--- src/rtl/writeback_queue_if.sv ---
// writeback_queue_if: producer and register-file handshake signals for writeback_queue
interface writeback_queue_if;
    logic        in_valid;
    logic        in_ready;
    logic [2:0]  in_rd;
    logic [15:0] in_data;
    logic        wb_stall;
    logic        writeEnable;
    logic [2:0]  writeRpoint;
    logic [15:0] writeData;
    modport master (
        output in_valid, in_rd, in_data, wb_stall,
        input  in_ready, writeEnable, writeRpoint, writeData
    );
    modport slave (
        input  in_valid, in_rd, in_data, wb_stall,
        output in_ready, writeEnable, writeRpoint, writeData
    );
endinterface

--- src/rtl/writeback_queue.sv ---
// writeback_queue: circular FIFO of pending register writes; define WB_BYPASS_EN to compile in forward lookup
module writeback_queue #(
    parameter int DEPTH = 4
) (
    input  logic              clk,
    input  logic              rst_n,
    writeback_queue_if.slave  wb,
    input  logic [2:0]        rs1,
    input  logic [2:0]        rs2,
    output logic              fwd1_hit,
    output logic [15:0]       fwd1_data,
    output logic              fwd2_hit,
    output logic [15:0]       fwd2_data,
    output logic [4:0]        count
);
    localparam int AW = (DEPTH > 1) ? $clog2(DEPTH) : 1;
    logic [2:0]    rd_q   [DEPTH];
    logic [15:0]   data_q [DEPTH];
    logic [AW-1:0] head;
    logic [AW-1:0] tail;
    logic          push;
    logic          pop;
    assign wb.in_ready    = count != 5'(DEPTH);
    assign push           = wb.in_valid && wb.in_ready && wb.in_rd != 3'd0;
    assign wb.writeEnable = count != 5'd0 && !wb.wb_stall;
    assign pop            = wb.writeEnable;
    assign wb.writeRpoint = count != 5'd0 ? rd_q[head] : 3'd0;
    assign wb.writeData   = count != 5'd0 ? data_q[head] : 16'd0;
    // pointers and occupancy; entry validity is derived from count, so clearing it invalidates everything
    always_ff @(posedge clk or negedge rst_n) begin
        if (!rst_n) begin
            head  <= '0;
            tail  <= '0;
            count <= 5'd0;
        end else begin
            if (push) tail <= tail + AW'(1);
            if (pop) head <= head + AW'(1);
            count <= count + 5'(push) - 5'(pop);
        end
    end
    // entry payload storage, written at the tail on accept
    always_ff @(posedge clk) begin
        if (push) begin
            rd_q[tail]   <= wb.in_rd;
            data_q[tail] <= wb.in_data;
        end
    end
`ifdef WB_BYPASS_EN
    logic [AW-1:0] idx;
    // scan oldest to youngest so the youngest matching entry's value wins
    always_comb begin
        fwd1_hit  = 1'b0;
        fwd1_data = 16'd0;
        fwd2_hit  = 1'b0;
        fwd2_data = 16'd0;
        idx       = head;
        for (int i = 0; i < DEPTH; i++) begin
            idx = head + AW'(i);
            if (5'(i) < count && rs1 != 3'd0 && rd_q[idx] == rs1) begin
                fwd1_hit  = 1'b1;
                fwd1_data = data_q[idx];
            end
            if (5'(i) < count && rs2 != 3'd0 && rd_q[idx] == rs2) begin
                fwd2_hit  = 1'b1;
                fwd2_data = data_q[idx];
            end
        end
    end
`else
    logic unused_rs;
    assign unused_rs = ^{rs1, rs2};
    assign fwd1_hit  = 1'b0;
    assign fwd1_data = 16'd0;
    assign fwd2_hit  = 1'b0;
    assign fwd2_data = 16'd0;
`endif
endmodule

--- src/flat_wrapper.sv ---
// flat-port wrapper written by rule: the top's interface ports become plain ports
module writeback_queue_flat 
#(
    parameter int DEPTH = 4
)
  (clk, rst_n, rs1, rs2, fwd1_hit, fwd1_data, fwd2_hit, fwd2_data, count, wb_in_valid, wb_in_rd, wb_in_data, wb_wb_stall, wb_in_ready, wb_writeEnable, wb_writeRpoint, wb_writeData);
  writeback_queue_if wb_i ();
  input  logic clk;
  input  logic rst_n;
  input  logic [2:0] rs1;
  input  logic [2:0] rs2;
  output logic fwd1_hit;
  output logic [15:0] fwd1_data;
  output logic fwd2_hit;
  output logic [15:0] fwd2_data;
  output logic [4:0] count;
  input wire logic [$bits(wb_i.in_valid)-1:0] wb_in_valid;
  input wire logic [$bits(wb_i.in_rd)-1:0] wb_in_rd;
  input wire logic [$bits(wb_i.in_data)-1:0] wb_in_data;
  input wire logic [$bits(wb_i.wb_stall)-1:0] wb_wb_stall;
  output wire logic [$bits(wb_i.in_ready)-1:0] wb_in_ready;
  output wire logic [$bits(wb_i.writeEnable)-1:0] wb_writeEnable;
  output wire logic [$bits(wb_i.writeRpoint)-1:0] wb_writeRpoint;
  output wire logic [$bits(wb_i.writeData)-1:0] wb_writeData;
  assign wb_i.in_valid = wb_in_valid;
  assign wb_i.in_rd = wb_in_rd;
  assign wb_i.in_data = wb_in_data;
  assign wb_i.wb_stall = wb_wb_stall;
  assign wb_in_ready = wb_i.in_ready;
  assign wb_writeEnable = wb_i.writeEnable;
  assign wb_writeRpoint = wb_i.writeRpoint;
  assign wb_writeData = wb_i.writeData;
  writeback_queue #(.DEPTH(DEPTH)) u_core (.clk(clk), .rst_n(rst_n), .wb(wb_i), .rs1(rs1), .rs2(rs2), .fwd1_hit(fwd1_hit), .fwd1_data(fwd1_data), .fwd2_hit(fwd2_hit), .fwd2_data(fwd2_data), .count(count));
endmodule
--- config.mk ---
export PLATFORM = sky130hd
export DESIGN_NAME = writeback_queue_flat
export DESIGN_NICKNAME = d
export VERILOG_FILES = /design/src/rtl/writeback_queue_if.sv /design/src/rtl/writeback_queue.sv /design/src/flat_wrapper.sv
export SDC_FILE = /design/constraint.sdc
export NUM_CORES = 1
export LEC_CHECK = 0
export CAP_MARGIN = 0
export CORE_UTILIZATION = 30
export CTS_CLUSTER_DIAMETER = 120
export DETAILED_ROUTE_END_ITERATION = 16
export SKIP_CTS_REPAIR_TIMING = 1
export SYNTH_ARGS = -nofsm -noshare
export SYNTH_HDL_FRONTEND = slang
export SYNTH_SLANG_ARGS = --single-unit
--- constraint.sdc ---
create_clock -name clk -period 2.25 [get_ports clk]
set_clock_uncertainty 0.1 [all_clocks]
set_input_delay 0.5625 -clock clk [delete_from_list [all_inputs] [get_ports clk]]
set_output_delay 0.5625 -clock clk [all_outputs]
set_load 0.02 [all_outputs]
### Word level (Yosys, flattened, before mapping)

Memory sizes are Yosys's and may differ from the RTL's.
Index checks and enable logic that the tools add are counted.

* register bits after elaboration: 9
* bits in writable memories: 76
* output and inout bits: 60
* memories: 2

Memories
* u_core.data_q: words 4, width 16, read ports 1, clocked after memory_dff 0, wr ports 1, RTL line writeback_queue.sv:18 `logic [15:0] data_q [DEPTH];`
* u_core.rd_q: words 4, width 3, read ports 1, clocked after memory_dff 0, wr ports 1, RTL line writeback_queue.sv:17 `logic [2:0] rd_q [DEPTH];`

* $add $sub $neg: 4
* equal/unequal tests: 1
* multiplexer cells: 4
* reduce and logical (&&, ||, !) cells: 6

Operators with widths (count)
* $mux W16: 1
* $add A5 B1 Y5: 1
* $ne A5 B3 Y1 const B: 1
* $reduce_bool A5 Y1: 1
* $sub A5 B1 Y5: 1
* $add A2 B1 Y2 const B: 2
* $logic_and A1 B1 Y1: 3
* $mux W3: 1
* $reduce_bool A3 Y1: 1
* $mux W1: 2
* $logic_not A1 Y1: 1

### Longest topological paths before layout

* depth in word-level cells: 5
* mapped depth: 12
* depth with buffers taken out: 11

### Least setup slack after synthesis

No wires, ideal clock.

* path type: reg2reg
* start: reg u_core.count[2]
* end: reg u_core.count[4]
* data arrival time: 2424 ps
* required time: 2026 ps
* setup slack: -399 ps
* stages on the path, launching flop included: 13
* path buffers: 1
* cell sequence: dfrtp_1 > inv_1 > ha_1 > nor4b_4 > buf_4 > nor2_2 > ha_1 > inv_1 > ha_1 > fa_1 > a21oi_1 > o21bai_1 > xnor2_1

RTL lines
* start: declaration: RTL line writeback_queue.sv:14 `output logic [4:0] count`
* start signal: assignment: RTL line writeback_queue.sv:38 `count <= count + 5'(push) - 5'(pop);`
* $reduce_bool A5 Y1: RTL line writeback_queue.sv:25 `assign wb.writeEnable = count != 5'd0 && !wb.wb_stall;`
* $logic_and A1 B1 Y1: RTL line writeback_queue.sv:25
* named net wb_writeEnable: RTL line flat_wrapper.sv:22 `output wire logic [$bits(wb_i.writeEnable)-1:0] wb_writeEnable;`
* $sub A5 B1 Y5: RTL line writeback_queue.sv:38

The timed path passes the listed nets, and every way through them passes these cells.
A chain may end at the register's enable or synchronous reset.

### Worst setup path in the final report

* start: reg u_core.count[3]
* end: reg u_core.count[4]

* longest elaborated chain between the ends: 5

RTL lines
* $ne A5 B3 Y1: RTL line writeback_queue.sv:23 `assign wb.in_ready = count != 5'(DEPTH);`
* $logic_and A1 B1 Y1 (2 in a row): RTL line writeback_queue.sv:24 `assign push = wb.in_valid && wb.in_ready && wb.in_rd != 3'd0;`
* $add A5 B1 Y5: RTL line writeback_queue.sv:38
* $sub A5 B1 Y5 (*): RTL line writeback_queue.sv:38

Mark *: on every way between the ends. The rest lies on a longest branch, timed or not.

==> flow_metrics.env <==
export IMPL_switching_share_pct=31.2
export IMPL_peakVddDrop_v=0.000617
export IMPL_yosysWarnings=0
export IMPL_wl_per_cell_microns=14.4
export IMPL_p_leak_nw=1.96
export IMPL_ys_ff_latch=85
export IMPL_die_area_sq_mm=0.0130
export IMPL_fmax_ghz=0.408
export IMPL_cp_start_kind="register"
export IMPL_comb_power_share_pct=46.4
export IMPL_cp_num_buf_inv=3
export IMPL_ys_seq_area_share_pct=66.9
export IMPL_post_route_cells_drive_above_1_share_pct=41.5
export IMPL_gr_total_overflow=0
export IMPL_clk_path_buf_depth=2
export IMPL_worst_hold_slack_ns=0.455
export IMPL_multi_input_area_sq_mm=0.00116
export IMPL_fin_crit_sh_pct=109
export IMPL_crit_arrival_ns=2.58
export IMPL_violations="negative setup slack"
export IMPL_clockPowerShare_pct=21.6
export IMPL_finalWeightedCongestion=0.762
export IMPL_crit_chain="inv_2, ha_4, nor4b_4, buf_4, nor2_4, ha_4, inv_4, ha_4, fa_2, a21oi_2, o21bai_1, xnor2_1"
export IMPL_synth_most_common_cell="edfxtp_1"
export IMPL_synth_area_top_cells="edfxtp_1 (61%), mux4_2 (11%), buf_4 (7.0%), dfrtp_1 (6.0%), ha_1 (3.3%)"
export IMPL_grt_max_degree=14
export IMPL_rows=40
export IMPL_synth_edf_count=76
export IMPL_instances_no_fill=474
export IMPL_diodes=0
export IMPL_antenna_found_initial=0
export IMPL_clkTransAtPathRegs_ns=0.06
export IMPL_report_power_total_mw=7.00
export IMPL_end_kind="register"
export IMPL_firstDrtPassIters=4
export IMPL_fin_area_sq_mm=0.00510
export IMPL_drv_cap=0
export IMPL_cts_root_buf="clkbuf_16"
export IMPL_core_area_sq_mm=0.0121
export IMPL_die_h_microns=114
export IMPL_avgViaCountPerCell=4.08
export IMPL_maxSlewViolCount=0
export IMPL_avgSynthCellArea_sq_um=18.2
export IMPL_die_w_microns=114
export IMPL_finalSetupTns_ns=-3.64
export IMPL_clock_sinks=85
export IMPL_rsz0062_at_grt="true"
export IMPL_layout_area_seq_sq_mm=0.00251
export IMPL_finalHoldViolCount=0
export IMPL_ys_types=27
export IMPL_synthArstFlopShare_pct=10.6
export IMPL_nets=342
export IMPL_syn_cell_area_sq_mm=0.00375
export IMPL_numPortBuffers=48
export IMPL_initial_utilization_pct=31.0
export IMPL_area_growth_pct=35.9
export IMPL_seqPwrFrac_pct=32.0
export IMPL_dp_hpwl_microns=4770
export IMPL_final_core_util_pct=42.1
export IMPL_drtIter0Drc=68
export IMPL_cp_depth=12
export IMPL_internal_power_mw=4.81
export IMPL_switchingPower_mw=2.18
export IMPL_worst_slack_ns=-0.203
export IMPL_cp_max_fo=3
export IMPL_grt_pass1_vias=1982
export IMPL_r2r_cells=12
export IMPL_path_delay_family="adder cells"
export IMPL_ys_flop_type="edfxtp_1"
export IMPL_antenna_left=0
export IMPL_grt_util_all_layers_pct=10.9
export IMPL_routed_wl_microns=6850
export IMPL_status="finished with violations"
export IMPL_setup_violations=22
export IMPL_placed_area_sq_mm=0.00460
export IMPL_ys_top_cells_by_count="edfxtp_1 (76), buf_4 (35), mux4_2 (18), nor2b_1 (16), ha_1 (10)"
export IMPL_hp_class="primary input to async pin"
export IMPL_cts_buffers=9
export IMPL_crit_path_top_delay_cell="dfrtp_2"
export IMPL_cts_tree="built"
export IMPL_powerDensity_mw_per_mm2=1370
export IMPL_vias=1936
export IMPL_synth_top_cell_by_area="edfxtp_1"
export IMPL_finalCriticalPeriod_ns=2.45
export IMPL_drcViolationCount=0
export IMPL_htreeDepth=3
export IMPL_netlist_instances=206
export IMPL_pre_cts_ws_ns=-0.390
export IMPL_ioPinCount=89
export IMPL_crit_path_max_incr_delay_ns=0.41
export IMPL_cp_required_ns=2.37
export IMPL_yosysTopAreaCellShare_pct=60.9
export IMPL_critPathKind="register to register"
export IMPL_worst_path_most_repeated_cell="ha_4"
export IMPL_nFillCells=1105
export IMPL_place_inst=452
export IMPL_grt_pass1_wl_microns=10200
export IMPL_worstSkewPairLatency_ns=0.33
==> layout by cell type (no fill, tap or decap), types with 2 or more instances in the layout <==
cell,Yosys,layout
ha_4,0,3
dfrtp_2,0,3
mux4_2,18,19
dfrtp_1,9,6
xnor2_1,2,2
clkbuf_16,0,10
edfxtp_1,76,76
inv_1,8,4
buf_12,0,3
buf_6,2,19
clkbuf_2,0,4
bufinv_16,0,2
ha_1,10,7
xor2_1,5,5
and2_1,4,4
nor2b_1,16,6
conb_1,1,34
inv_2,0,3
a21oi_2,1,3
clkdlybuf4s50_1,0,27
nor2b_4,3,13
buf_4,35,36
==> logic make-up after synthesis <==
family,share of synthesized area (%)
flops,66.9
buf+inv,8.81
simple gates,5.81
mux,11.8
fa+ha+maj,3.87
xor+xnor,1.64
compound gates,1.10
other cells,0.100
==> worst reg2reg max path: cells and delay by family, from the launching register on <==
kind	cells	cell delay, ns
fa+ha+maj	4	0.89
flops	1	0.41
buf+inv	3	0.29
simple gates	2	0.29
compound gates	2	0.23
xor+xnor	1	0.12
==> worst paths after layout <==
path | from | end | slack, ns
max reg2reg | u_core.count[3] | u_core.count[4] | -0.20
min reg2reg | u_core.tail[1] | u_core.tail[1] | 0.50
max | u_core.count[3] | u_core.count[4] | -0.20
max in group asynchronous | rst_n | u_core.count[3] | 1.24
min in group clk | u_core.tail[1] | u_core.tail[1] | 0.50
min | rst_n | u_core.head[1] | 0.45
==> power by group through the flow <==
stage	Combinational (mW)	Sequential (mW)	Clock, mW
6_report	3.25	2.24	1.51
3_3_place_gp	2.95	2.24	0
3_5_place_dp	2.96	2.26	0
5_1_grt	3.51	2.27	1.61
2_1_floorplan	1.69	2.30	0
4_1_cts	2.98	2.23	1.54
==> registers in the layout, summed over array words and instances, names as in the netlist <==
signal         cells
u_core.rd_q       12
u_core.tail        2
u_core.count       5
u_core.head        2
u_core.data_q     64
==> routing by layer <==
metal  wire length, microns  GRT usage [%]  vias up
li1                       -              -      889
met1                   2950           12.5      970
met2                   3500           18.7       66
met3                    274           3.19       11
met4                    128           4.94        0
met5                      0              0        -
==> cell type report <==
type / instances / area share, %
repair buffers: 92 / 17.2
multi-input cells: 106 / 22.8
inverters: 8 / 0.638
well taps: 168 / 4.12
clock buffers: 10 / 4.49
clock inverters: 5 / 1.50
flip-flops and latches: 85 / 49.3
(Power assumes the default switching activity.)
